### src/rtl/rc4_pkg.sv
// Shared RC4 types: KSA state encoding, S-box size and the big-endian key byte picker.
package rc4_pkg;

    localparam int S_SIZE = 256;

    typedef logic [7:0] byte_t;

    typedef enum logic [3:0] {
        IDLE,
        INIT,
        RD_I,
        WAIT_I,
        CAP_I,
        RD_J,
        WAIT_J,
        CAP_J,
        WR_I,
        WR_J,
        DONE
    } ksa_state_t;

    // key[0] lives in the most significant byte of an nbytes-wide key, right-aligned in 64 bits
    function automatic byte_t key_byte_sel(input logic [63:0] key, input int nbytes, input int idx);
        return byte_t'(key >> ((nbytes - 1 - idx) * 8));
    endfunction

endpackage

### src/rtl/rc4_key_sched.sv
// Latched RC4 key plus a wrapping byte index; shared between the KSA and PRGA controllers.
module rc4_key_sched
    import rc4_pkg::*;
#(
    parameter int KEY_BYTES = 3
) (
    input  logic                   clk,
    input  logic                   reset,
    input  logic                   load,
    input  logic                   advance,
    input  logic [KEY_BYTES*8-1:0] secret_key,
    output byte_t                  key_byte
);

    localparam int KW = (KEY_BYTES > 1) ? $clog2(KEY_BYTES) : 1;

    logic [KEY_BYTES*8-1:0] key_reg;
    logic [KW-1:0]          kidx_reg;

    always_ff @(posedge clk) begin
        if (reset) begin
            key_reg  <= '0;
            kidx_reg <= '0;
        end else if (load) begin
            key_reg  <= secret_key;
            kidx_reg <= '0;
        end else if (advance) begin
            kidx_reg <= (kidx_reg == KW'(KEY_BYTES - 1)) ? '0 : kidx_reg + KW'(1);
        end
    end

    assign key_byte = key_byte_sel(64'(key_reg), KEY_BYTES, 32'(kidx_reg));

endmodule

### src/rtl/ksa_controller.sv
// RC4 key-scheduling sequencer: fills S with the identity, then runs the 256 read/read/write/write swaps.
module ksa_controller
    import rc4_pkg::*;
#(
    parameter int KEY_BYTES = 3,
    parameter int RD_LAT    = 2
) (
    input  logic                   clk,
    input  logic                   reset,
    input  logic                   start,
    input  logic [KEY_BYTES*8-1:0] secret_key,
    output logic                   busy,
    output logic                   done,
    output logic [7:0]             mem_addr,
    output logic [7:0]             mem_data,
    output logic                   mem_wren,
    output logic                   mem_rden,
    input  logic [7:0]             mem_q
);

    localparam byte_t LAST_IDX = byte_t'(S_SIZE - 1);

    ksa_state_t state_reg, state_next;
    byte_t      i_reg, i_next;
    byte_t      j_reg, j_next;
    byte_t      si_reg, si_next;
    byte_t      sj_reg, sj_next;
    logic [1:0] wait_reg, wait_next;
    byte_t      addr_reg, addr_next;
    byte_t      data_reg, data_next;
    logic       wren_reg, wren_next;
    logic       rden_reg, rden_next;
    logic       busy_reg, busy_next;
    logic       done_reg, done_next;
    logic       key_load, key_advance;
    byte_t      key_byte;

    rc4_key_sched #(.KEY_BYTES(KEY_BYTES)) u_key_sched (
        .clk        (clk),
        .reset      (reset),
        .load       (key_load),
        .advance    (key_advance),
        .secret_key (secret_key),
        .key_byte   (key_byte)
    );

    always_ff @(posedge clk) begin
        if (reset) begin
            state_reg <= IDLE;
            i_reg     <= '0;
            j_reg     <= '0;
            si_reg    <= '0;
            sj_reg    <= '0;
            wait_reg  <= '0;
            addr_reg  <= '0;
            data_reg  <= '0;
            wren_reg  <= 1'b0;
            rden_reg  <= 1'b0;
            busy_reg  <= 1'b0;
            done_reg  <= 1'b0;
        end else begin
            state_reg <= state_next;
            i_reg     <= i_next;
            j_reg     <= j_next;
            si_reg    <= si_next;
            sj_reg    <= sj_next;
            wait_reg  <= wait_next;
            addr_reg  <= addr_next;
            data_reg  <= data_next;
            wren_reg  <= wren_next;
            rden_reg  <= rden_next;
            busy_reg  <= busy_next;
            done_reg  <= done_next;
        end
    end

    // Memory controls are computed from the current state and registered, so the port lags state by one cycle
    always_comb begin
        state_next  = state_reg;
        i_next      = i_reg;
        j_next      = j_reg;
        si_next     = si_reg;
        sj_next     = sj_reg;
        wait_next   = '0;
        addr_next   = addr_reg;
        data_next   = data_reg;
        wren_next   = 1'b0;
        rden_next   = 1'b0;
        done_next   = 1'b0;
        key_load    = 1'b0;
        key_advance = 1'b0;

        case (state_reg)
            IDLE: begin
                if (start) begin
                    key_load   = 1'b1;
                    i_next     = '0;
                    j_next     = '0;
                    state_next = INIT;
                end
            end
            INIT: begin
                wren_next = 1'b1;
                addr_next = i_reg;
                data_next = i_reg;
                i_next    = i_reg + 8'd1;
                if (i_reg == LAST_IDX) state_next = RD_I;
            end
            RD_I: begin
                rden_next  = 1'b1;
                addr_next  = i_reg;
                state_next = (RD_LAT > 1) ? WAIT_I : CAP_I;
            end
            WAIT_I: begin
                wait_next = wait_reg + 2'd1;
                if (wait_reg == 2'(RD_LAT - 2)) state_next = CAP_I;
            end
            CAP_I: begin
                si_next    = mem_q;
                j_next     = j_reg + mem_q + key_byte;
                state_next = RD_J;
            end
            RD_J: begin
                rden_next  = 1'b1;
                addr_next  = j_reg;
                state_next = (RD_LAT > 1) ? WAIT_J : CAP_J;
            end
            WAIT_J: begin
                wait_next = wait_reg + 2'd1;
                if (wait_reg == 2'(RD_LAT - 2)) state_next = CAP_J;
            end
            CAP_J: begin
                sj_next    = mem_q;
                state_next = WR_I;
            end
            WR_I: begin
                wren_next  = 1'b1;
                addr_next  = i_reg;
                data_next  = sj_reg;
                state_next = WR_J;
            end
            WR_J: begin
                // When i==j both writes carry values captured before either write, so S[i] is unchanged
                wren_next = 1'b1;
                addr_next = j_reg;
                data_next = si_reg;
                if (i_reg == LAST_IDX) begin
                    state_next = DONE;
                end else begin
                    i_next      = i_reg + 8'd1;
                    key_advance = 1'b1;
                    state_next  = RD_I;
                end
            end
            DONE: begin
                done_next  = 1'b1;
                state_next = IDLE;
            end
            default: state_next = IDLE;
        endcase

        busy_next = (state_next != IDLE);
    end

    assign busy     = busy_reg;
    assign done     = done_reg;
    assign mem_addr = addr_reg;
    assign mem_data = data_reg;
    assign mem_wren = wren_reg;
    assign mem_rden = rden_reg;

endmodule

### config.mk
export PLATFORM = sky130hd
export DESIGN_NAME = ksa_controller
export DESIGN_NICKNAME = d
export VERILOG_FILES = /design/src/rtl/rc4_pkg.sv /design/src/rtl/rc4_key_sched.sv /design/src/rtl/ksa_controller.sv
export SDC_FILE = /design/constraint.sdc
export NUM_CORES = 1
export LEC_CHECK = 0
export CORE_MARGIN = 4
export CORE_UTILIZATION = 50
export DETAILED_ROUTE_END_ITERATION = 7
export GPL_ROUTABILITY_DRIVEN = 1
export PLACE_DENSITY = 0.77
export SYNTH_ARGS = -nofsm -noshare
export SYNTH_HDL_FRONTEND = slang
export SYNTH_SLANG_ARGS = --single-unit
export TNS_END_PERCENT = 30
### constraint.sdc
create_clock -name clk -period 4.9 [get_ports clk]
set_clock_uncertainty 0.05 [all_clocks]
set_input_delay 1.225 -clock clk [delete_from_list [all_inputs] [get_ports clk]]
set_output_delay 1.225 -clock clk [all_outputs]
set_load 0.02 [all_outputs]
==> flow_summary.toml, run 1 <==
[critical_path]
crit_type = "flip-flop to flip-flop"
cp.required_ns = 5.16
cp_data_arrival_time_ns = 4.10
startpoint_type = "flip-flop"
endpoint_kind = "flip-flop"
crit_fanout = 14

[clock_network]
clock_latency_ns = 0.36
cts_tree = "built"
cts.sinks = 84
ctsHoldBuffers = 0
cts-root-buf = "clkbuf_8"
cts_buffer_depth = 2
post_cts_resized = 0
numCtsBuffers = 9
clk_pin_slew_worst_paths_ns = 0.09
post_cts_buffers = 0
htreeDepth = 3

[grt]
grt_start_max_net_pins = 58
first_global_vias = 3269
antenna_found_initial = 0
grt-ovfl-total = 0
grt_usage_pct = 20.5
grt_pass1_wl_um = 16000

[die]
die_area_sq_um = 9780
die-height_um = 98.9
initial_utilization_pct = 52.4
core_sq_um = 7890
row_count = 32
die_width_um = 98.9
num_io_pins = 55

[logic_synthesis]
synth_nets = 555
synth_compound_gate_area_share_pct = 14.6
synthXorXnorAreaFrac_pct = 1.91
yosysSeqAreaShare_pct = 40.7
synth_simple_gate_area_share_pct = 22.5
ys_seq_elements = 84
yosys_most_used_dff = "dfxtp_1"
async_flop_share_pct = 0
yosys_warnings = 0
synth_common_cells = "nand2_1 (97), dfxtp_1 (84), a21oi_1 (63), nor2_1 (54), mux2i_1 (26)"
synthTopCellsByArea = "dfxtp_1 (41%), nand2_1 (8.8%), a21oi_1 (7.6%)"
yosysMostFrequentCell = "nand2_1"
synth_top_family_by_area = "simple AND/OR/NAND/NOR gates"
yosys.area.top_type = "dfxtp_1"
syn_avg_cell_area_sq_um = 8.25
synth_fa_ha_area_share_pct = 7.21
synth_edf_count = 0
syn_inst = 501
muxShareOfSynthArea_pct = 8.48
netlist_area_sq_um = 4130
ys_types = 53
synth_top_area_share_pct = 40.7

[cells_and_area]
final_util_pct = 61.7
nFillCells = 693
largest_reg_flops = 24
regArea_sq_um = 1680
drive_gt1_share_pct = 5.57
multi_input_area_sq_um = 2260
fin_cells = 641
n_antenna_cell = 0
areaGrowthSynthToFinish_pct = 17.9
fin_nets = 588

[placement]
post-dp-hpwl_um = 6910
dpl.cell_count = 625
finalWeightedCongestion = 0.917
io_buffers = 54

[timing]
slew_viol_final = 0
setup_viol = 0
worst_slew_pin_slew_ns = 1.05
rsz0062_at_grt = "false"
min_period_ns = 3.84
timing.fmax_mhz = 260
hold_viol = 0
fin_setup_tns_ns = 0
whs_ns = 0.372
period_share_pct = 78.4
slew_headroom_pct = 29.6

[run]
maxCapViolCount = 0

[routing]
drt_iter0_drc = 262
drc = 0
wl_per_cell_um = 15.1
dr.pass1.iters = 6
routed_wl_um = 9670
num_vias = 3535
ant_nets = 0
vias_per_cell = 5.51

[power_and_ir_drop]
leakage_uw = 0.00180
irDropWorstVdd_mv = 0.147
power_density_nw_per_um2 = 288
totalPowerFinal_uw = 1400

[min_path]
hp-class = "flip-flop to flip-flop"

[outcome]
status = "completed"
metrics by stage:
step / cell area, sq um / worst slack (ns)
floorplan: 4130 / 1.39
global placement: 4660 / 1.14
detailed placement: 4660 / 1.13
CTS: 4870 / 1.08
global route: 4870 / 0.773
finish: 4870 / 1.06
cell type report:
class	instances	area share, %
Multi-Input combinational cell	371	46.4
Sequential cell	84	34.5
Timing Repair Buffer	56	11.3
Tap cell	102	2.62
Clock buffer	9	2.54
Clock inverter	7	1.67
Inverter	12	0.925
logic make-up (layout without fill, tap and decap cells):
logic type      after synthesis  in the layout
mux                          34             34
xor+xnor                      9              9
simple gates                208            208
flops                        84             84
fa+ha+maj                    19             19
compound gates              101            101
buf+inv                      46             84
report_power, final:
part / switching [uW] / leakage (uW) / internal (uW)
logic: 92.0 / 0.00102 / 80.0
clock network: 272 / 0.0000944 / 242
registers: 15.3 / 0.000682 / 702
placed cells by master (no fill, tap or decap), types with 2 or more instances in the layout:
| master | n |
|---|---|
| a211oi_1 | 8 |
| a21oi_1 | 63 |
| a221oi_1 | 2 |
| a31oi_1 | 3 |
| and3_1 | 3 |
| and4_1 | 2 |
| buf_4 | 2 |
| clkbuf_8 | 9 |
| clkdlybuf4s50_1 | 53 |
| clkinvlp_4 | 3 |
| dfxtp_1 | 84 |
| fa_1 | 8 |
| ha_1 | 11 |
| inv_1 | 12 |
| inv_6 | 2 |
| mux2_1 | 6 |
| mux2_2 | 2 |
| mux2i_1 | 26 |
| nand2_1 | 97 |
| nand2b_1 | 6 |
| nand3_1 | 14 |
| nand4_1 | 3 |
| nand4b_1 | 4 |
| nor2_1 | 54 |
| nor2_2 | 2 |
| nor2b_1 | 3 |
| nor3_1 | 7 |
| o211ai_1 | 2 |
| o21ai_0 | 11 |
| o31ai_1 | 2 |
| or4_1 | 2 |
| xnor2_1 | 4 |
| xor2_1 | 5 |
worst max-delay path, cell delays in order, from the launching register on:
cell,delay (ns)
dfxtp_1,0.60
inv_1,0.09
ha_1,0.58
and2_1,0.34
a21oi_1,0.11
nor2_1,0.14
fa_1,0.44
ha_1,0.25
inv_1,0.08
fa_1,0.17
nor2b_1,0.07
o31ai_1,0.26
a21oi_1,0.13
or4_1,0.41
nand3_1,0.07
layer usage:
layer | global-route usage [%] | vias to the layer above | wire length (um)
met4 | 7.35 | 0 | 174
met3 | 4.74 | 15 | 684
met1 | 29.2 | 1634 | 4520
met5 | 0 | - | 0
li1 | - | 1772 | -
met2 | 30.2 | 114 | 4290
worst paths after layout:
path	start	endpoint	slack, ns	cells past startpoint
hold reg to reg	wait_reg[0]	wait_reg[0]	0.37	1
setup / recovery	u_key_sched.kidx_reg[0]	j_reg[7]	1.06	14
hold / removal	wait_reg[0]	wait_reg[0]	0.37	1
setup reg to reg	u_key_sched.kidx_reg[0]	j_reg[7]	1.06	14
No activity file was read; power rests on OpenSTA's default activity.
==> run 2, diff against run 1 <==
--- a/config.mk
+++ b/config.mk
@@ -9,7 +9,7 @@
 export CORE_UTILIZATION = 50
 export DETAILED_ROUTE_END_ITERATION = 7
 export GPL_ROUTABILITY_DRIVEN = 1
-export PLACE_DENSITY = 0.77
+export PLACE_DENSITY = 0.79
 export SYNTH_ARGS = -nofsm -noshare
 export SYNTH_HDL_FRONTEND = slang
 export SYNTH_SLANG_ARGS = --single-unit
==> constraint.sdc (replaced) <==
create_clock -name clk -period 3.35 [get_ports clk]
set_clock_uncertainty 0.05 [all_clocks]
set_input_delay 0.8375 -clock clk [delete_from_list [all_inputs] [get_ports clk]]
set_output_delay 0.8375 -clock clk [all_outputs]
set_load 0.02 [all_outputs]
==> run 2 against run 1 <==
Maximum frequency grew 22%. Global-route usage increased by 0.44 points. Worst hold slack worse by 0.0072 ns. Clock-buffer cell count grew 4. Cell count grew 1.7%. Critical path depth stayed put. Sequential cell count unchanged. Sequential power up 46%. Via count is 1.7% higher. Critical endpoint unchanged. Largest cell class unchanged. Highest routed layer unchanged.
==> flow_summary.toml, run 2 (synthesis results as in run 1) <==
[die]
num_io_pins = 55
die_area_sq_um = 9780
die-height_um = 98.9
core_sq_um = 7890
row_count = 32
die_width_um = 98.9
initial_utilization_pct = 52.4

[clock_network]
htreeDepth = 3
clk_pin_slew_worst_paths_ns = 0.08
clock_latency_ns = 0.35
ctsHoldBuffers = 0
cts_tree = "built"
cts.sinks = 84
numCtsBuffers = 9
cts-root-buf = "clkbuf_8"
cts_buffer_depth = 2

[timing]
slew_viol_final = 0
period_share_pct = 93.9
hold_viol = 0
min_period_ns = 3.15
setup_slack_ns = 0.204
setup_viol = 0
worst_slew_pin_slew_ns = 1.06
slew_headroom_pct = 29.4
timing.fmax_mhz = 318

[min_path]
hp-class = "flip-flop to flip-flop"

[routing]
vias_per_cell = 5.52
wl_per_cell_um = 15.5
drt_iter0_drc = 228
drc = 0
num_vias = 3596
dr.pass1.iters = 5
ant_nets = 0
routed_wl_um = 10100

[cells_and_area]
n_antenna_cell = 0
fin_nets = 599
largest_reg_flops = 24
final_common_cell = "nand2_1"
drive_gt1_share_pct = 8.91
layout_common_cells = "nand2_1 (97), dfxtp_1 (82), a21oi_1 (62)"
areaGrowthSynthToFinish_pct = 20.7

[critical_path]
critPathTopFamily = "adder cells"
slowest_delay_ns = 0.45
cp_num_buf_inv = 2
path_cells = "inv_1, ha_4, buf_4, mux2i_1, nor2_1, a21oi_1, nor2_1, fa_1, ha_1, o21a_1, o31ai_4, a21oi_2, or4_1, nand3_1"
r2r_slack_ns = 0.20
crit_type = "flip-flop to flip-flop"
startpoint_type = "flip-flop"
crit_path_frequent_cell = "nor2_1"
endpoint_kind = "flip-flop"
crit_fanout = 6
cp_data_arrival_time_ns = 3.39
cp_slowest_cell = "fa_1"
cp.required_ns = 3.59

[placement]
io_buffers = 54
finalWeightedCongestion = 0.945
post-dp-hpwl_um = 7160
place_ws_ns = -0.0397

[grt]
grt-ovfl-total = 0
grt_pass1_wl_um = 16600
first_global_vias = 3450
grt_usage_pct = 20.9
grt_start_max_net_pins = 48
antenna_found_initial = 0

[power_and_ir_drop]
irDropWorstVdd_mv = 0.188
power_density_nw_per_um2 = 404
leakage_uw = 0.00186
totalPowerFinal_uw = 2010

[run]
maxCapViolCount = 0

[outcome]
status = "completed"
==> run 2: area by class of cell <==
type                       instances  area (sq um)
timing repair buffer              67           633
inverter                          12          45.0
fill                             699          2900
clock buffer                      13           169
multi-input combinational        371          2310
clock inverter                     3          18.8
tap                              102           128
sequential                        84          1680
==> run 2: where the power goes <==
group / internal [uW] / switching, uW / total (uW)
sequential: 1030 / 22.6 / 1050
clock: 331 / 362 / 693
combinational: 126 / 143 / 268
==> run 2: repair_timing <==
item                                    in CTS  in global routing
resized for setup                            0                 12
buffers inserted                             0                  0
endpoints found under the setup margin       0                  4
==> run 2: layer usage <==
metal	track usage (%)	routed length, um	up-vias
li1	-	-	1786
met1	29.0	4740	1680
met2	32.8	4610	112
met3	2.90	538	18
met4	8.30	214	0
met5	0	0	-
==> run 2: path summary, 6_finish.rpt <==
check,start,end,depth (start not counted)
worst min register to register,wait_reg[0],wait_reg[0],1
worst max-delay path,u_key_sched.kidx_reg[1],j_reg[7],14
worst min-delay path,wait_reg[0],wait_reg[0],1
worst max register to register,u_key_sched.kidx_reg[1],j_reg[7],14
==> run 2: metrics by stage <==
step           util [%]  cells  hold slack (ns)  instance area, sq um  TNS, ns
6_report           63.2    652            0.365                  4980        0
5_1_grt            63.2    652            0.397                  4980  -0.0153
4_1_cts            62.6    652            0.368                  4940        0
3_5_place_dp       60.2    636            0.356                  4750  -0.0397
3_3_place_gp       60.2    636            0.349                  4750  -0.0281
2_1_floorplan         -    501            0.342                  4140        0
==> edit 1, RTL diff (config.mk and constraints of run 2) <==
`KEY_BYTES` is set to 3 in 2 places; all go to 2.
--- a/src/rtl/rc4_key_sched.sv
+++ b/src/rtl/rc4_key_sched.sv
@@ -2,7 +2,7 @@
 module rc4_key_sched
     import rc4_pkg::*;
 #(
-    parameter int KEY_BYTES = 3
+    parameter int KEY_BYTES = 2
 ) (
     input  logic                   clk,
     input  logic                   reset,
--- a/src/rtl/ksa_controller.sv
+++ b/src/rtl/ksa_controller.sv
@@ -2,7 +2,7 @@
 module ksa_controller
     import rc4_pkg::*;
 #(
-    parameter int KEY_BYTES = 3,
+    parameter int KEY_BYTES = 2,
     parameter int RD_LAT    = 2
 ) (
     input  logic                   clk,
Interface: changed (resized secret_key); port bits go from 55 to 47. No check against the original RTL was run, so the function may have changed too.
==> edit 1 against run 2 <==
Sequential cell count is 9 lower; critical endpoint unchanged; sequential power is 9.7% lower; count of clock-buffer cells in the layout is 1 lower; first-iteration DRC count is 16% lower; synthesized area is 9.6% lower; design area is 10% lower; largest power group unchanged; worst hold slack worse by 0.0019 ns; routed wire length is 14% lower; setup slack better by 0.064 ns; total power hardly changed.
==> edit 1: results (changes against run 2) <==
DP Wirelength 6.21 mm (-13%); TritonRoute pass-1 iters 4 (-1); Mapped Nets 470 (-15%); DRT iter0 DRCs 191 (-16%); post-synthesis area per instance 8.75 um2 (+6.1%); Post-layout nets 509 (-15%); critical-path maximum fanout 3 (-3); IO buf count 46 (-15%); final wirelength 8.74 mm (-14%); max FFs per register 16 (-33%); top cells by count, synth dfxtp_1, nand2_1, a21oi_1; Reg-to-Reg Start u_key_sched.kidx_reg$_SDFFE_PP0P_; cell count after placement 554 (-13%); post_cts resized 0 (unchanged); outcome completed; via count 3155 (-12%); vias in the first global route 3036 (-12%); total global-route track usage 20.6% (-0.30 points); reg2reg path depth 10 (-4); share of layout cells above drive strength 1 11.3% (+2.3 points); Final GP Congestion 0.903 (-4.5%); slew at the pin closest to its max-slew limit 0.992 ns (-0.0652 ns); number of distinct library cells after synthesis 60 (+13%); WHS 0.363 ns (-0.00186 ns); first-pass GRT wire length 14.2 mm (-14%); Worst VDD drop 0.000242 V (+29%); WP data arrival 3.33 ns (-0.06 ns); synth top area cells dfxtp_1, nand2_1, a21oi_1, fa_1, nor2_1; Placement Setup Slack -0.0759 ns (-0.0361 ns); fin cells 570 (-13%); largest net degree at the start of global routing 55 (+15%); Cell Area, Placed 0.00424 mm2 (-11%); Leakage Power 1.60 nW (-14%); Reg2Reg Setup Slack 0.43 ns (+0.23 ns); CTS root buffer clkbuf_8; crit-path max cell delay 0.50 ns (+0.05 ns); post-synthesis sequential area ratio 40.2% (-0.52 points)
[edit 1: changes by cell type after synthesis, sizes merged, moves of 8 or more]
cell	run 2	this run
a21oi	64	56
nand2	97	72
mux2i	26	10
nor2	56	44
dfxtp	84	75
a211oi	8	17
clkbuf	23	11
[edit 1: routing by layer]
metal	GRT usage, %	wire length, um
met5	0	0
met4	8.78	136
met3	3.51	524
met2	35.4	4420
met1	25.4	3660
[edit 1: kinds of logic (layout without fill, tap and decap cells)]
family,after synthesis,count (layout),share of synthesized area [%]
xor+xnor,10,10,2.34
fa+ha+maj,16,16,6.97
buf+inv,32,76,4.22
simple gates,174,174,23.5
flops,75,75,40.2
mux,18,18,5.09
compound gates,102,102,17.7
[edit 1: area by class of cell]
| type | count | area [um2] |
|---|---|---|
| Inverter | 6 | 22.5 |
| Timing Repair Buffer | 54 | 515 |
| Tap cell | 99 | 124 |
| Sequential cell | 75 | 1500 |
| Fill cell | 666 | 2790 |
| Multi-Input combinational cell | 320 | 2080 |
| Clock buffer | 12 | 155 |
| Clock inverter | 4 | 72.6 |
[edit 1: power breakdown]
part	internal [mW]	switching (mW)
clock	0.459	0.336
combinational	0.124	0.143
sequential	0.924	0.0247
total	1.51	0.503
[edit 1: worst max-delay path by stage]
stage | startpoint | endpoint | slack [ns] | cells past startpoint
floorplan | mem_q[1] | j_reg[7]$_SDFFE_PP0P_ | 0.62 | 9
global placement | mem_q[1] | j_reg[7]$_SDFFE_PP0P_ | 0.02 | 10
detailed placement | mem_q[1] | j_reg[7]$_SDFFE_PP0P_ | -0.08 | 10
CTS | mem_q[1] | j_reg[7]$_SDFFE_PP0P_ | 0.28 | 10
global route | mem_q[1] | j_reg[7]$_SDFFE_PP0P_ | 0.08 | 10
finish | mem_q[1] | j_reg[7]$_SDFFE_PP0P_ | 0.27 | 10
==> edit 2, RTL diff (flow settings as in run 2) <==
Without the edit above. Add an input register stage for `secret_key`, with the module's reset; this delays it by one clock. The other inputs are not delayed to match.
--- a/src/rtl/ksa_controller.sv
+++ b/src/rtl/ksa_controller.sv
@@ -20,6 +20,16 @@
 
     localparam byte_t LAST_IDX = byte_t'(S_SIZE - 1);
 
+    logic [KEY_BYTES*8-1:0] secret_key_q;
+
+    always_ff @(posedge clk) begin
+        if (reset) begin
+            secret_key_q <= '0;
+        end else begin
+            secret_key_q <= secret_key;
+        end
+    end
+
     ksa_state_t state_reg, state_next;
     byte_t      i_reg, i_next;
     byte_t      j_reg, j_next;
@@ -40,7 +50,7 @@
         .reset      (reset),
         .load       (key_load),
         .advance    (key_advance),
-        .secret_key (secret_key),
+        .secret_key (secret_key_q),
         .key_byte   (key_byte)
     );
 
Function: same outputs for any inputs over 10 cycles, from zero or initial values and one cycle with reset high; that may be too few to reach the edited logic, so the function may still have changed.
==> edit 2 against run 2 <==
Fmax shrank 5.0%; global-route usage shrank 1.3 points; core utilization shrank 2.5 points; critical path depth grew 1; setup slack lost 0.17 ns; sequential cell count grew 24; total power grew 27%; routed wire length grew 5.6%; synthesized area grew 17%; design area grew 14%.
==> edit 2: results (changes against run 2) <==
via count 3951 (+9.9%); Data buffer area share 11.1% (-1.6 points); Clock Tree Buf Depth 2 (unchanged); Synth Area in Compound Gates 15.3% (+0.69 points); number of distinct library cells after synthesis 54 (+1.9%); Leakage Power 2.09 nW (+12%); post-synthesis mux area share 3.94% (-4.5 points); DP Wirelength 7.78 mm (+8.6%); share of layout cells above drive strength 1 8.01% (-0.90 points); Synth Area in XOR/XNOR 2.00% (+0.091 points); synth top area cells dfxtp_1, nand2_1, a21oi_1, mux2i_1, nor2b_1; Non-clk invs 15 (+3); Mapped Nets 612 (+10%); Multi-input gate area 0.00244 mm2 (+5.9%); first-pass GRT wire length 17.8 mm (+7.2%); Adder-Cell Fraction of Synth Area 6.18% (-1.0 points); WHS 0.377 ns (+0.0120 ns); WP data arrival 3.58 ns (+0.19 ns); Worst VDD drop 0.000298 V (+58%); fillers 801 (+15%); multi-input gates 394 (+6.2%); sw frac 27.0% (+0.79 points); Worst-Skew Late Latency 0.38 ns (+0.03 ns); Post-CTS Setup Bufs 0 (unchanged); post-synthesis area per instance 8.64 um2 (+4.8%); fin crit share 98.9% (+5.0 points); Clock Sinks 108 (+29%); Placement Setup Slack -0.149 ns (-0.109 ns); register area 0.00216 mm2 (+29%); slew at the pin closest to its max-slew limit 0.794 ns (-0.263 ns); synth warn 0 (unchanged); initial antenna violation count 0 (unchanged); n_taps 129 (+26%); clk pwr 0.825 mW (+19%); Final GP Congestion 0.870 (-7.9%); top cells by count, synth dfxtp_1, nand2_1, a21oi_1; vias in the first global route 3834 (+11%); Final clock-cell share 3.73% (-0.033 points); critical-path maximum fanout 4 (-2); Post-layout nets 648 (+8.2%); post-synthesis sequential area ratio 44.8% (+4.1 points); outcome completed; total global-route track usage 19.6% (-1.3 points); crit-path max cell delay 0.49 ns (+0.04 ns); clock buffer count 10 (-3); fraction of area in registers 38.2% (+4.4 points); reg2reg path depth 15 (+1); DRT iter0 DRCs 195 (-14%); pwr dens 452 mW/mm2 (+12%); fin cells 728 (+12%); cell count after placement 712 (+12%); Non-CTS buffers 66 (-1.5%); Cell Area, Placed 0.00542 mm2 (+14%)
[edit 2: cell count changes in the layout (fill, tap and decap cells not counted), sizes merged, moves of 7 or more]
cell | before | now
a31oi | 5 | 12
mux2i | 26 | 19
nor2b | 3 | 28
a21oi | 64 | 53
a311oi | 0 | 7
dfxtp | 84 | 108
nor2 | 56 | 46
mux2 | 8 | 0
[edit 2: per-layer routing]
metal	vias to the layer above	track usage (%)	routed length (um)
met1	1851	23.9	4570
li1	1960	-	-
met5	-	0	0
met2	122	33.8	5300
met3	18	3.95	593
met4	0	7.96	214
[edit 2: worst reg2reg max path: cells and delay by family, from the launching register on]
family	cells	cell delay [ns]
and+or+nand+nor	5	0.78
adders and majority gates	4	1.34
DFF	1	0.37
AOI/OAI and AO/OA	3	0.44
buffers and inverters	2	0.10
muxes	1	0.18
[edit 2: repair_timing]
item	CTS	global route
setup endpoints to repair	3	3
hold endpoints to repair	0	0
gates cloned	0	0
pin swaps	0	3
gates resized for setup	4	6
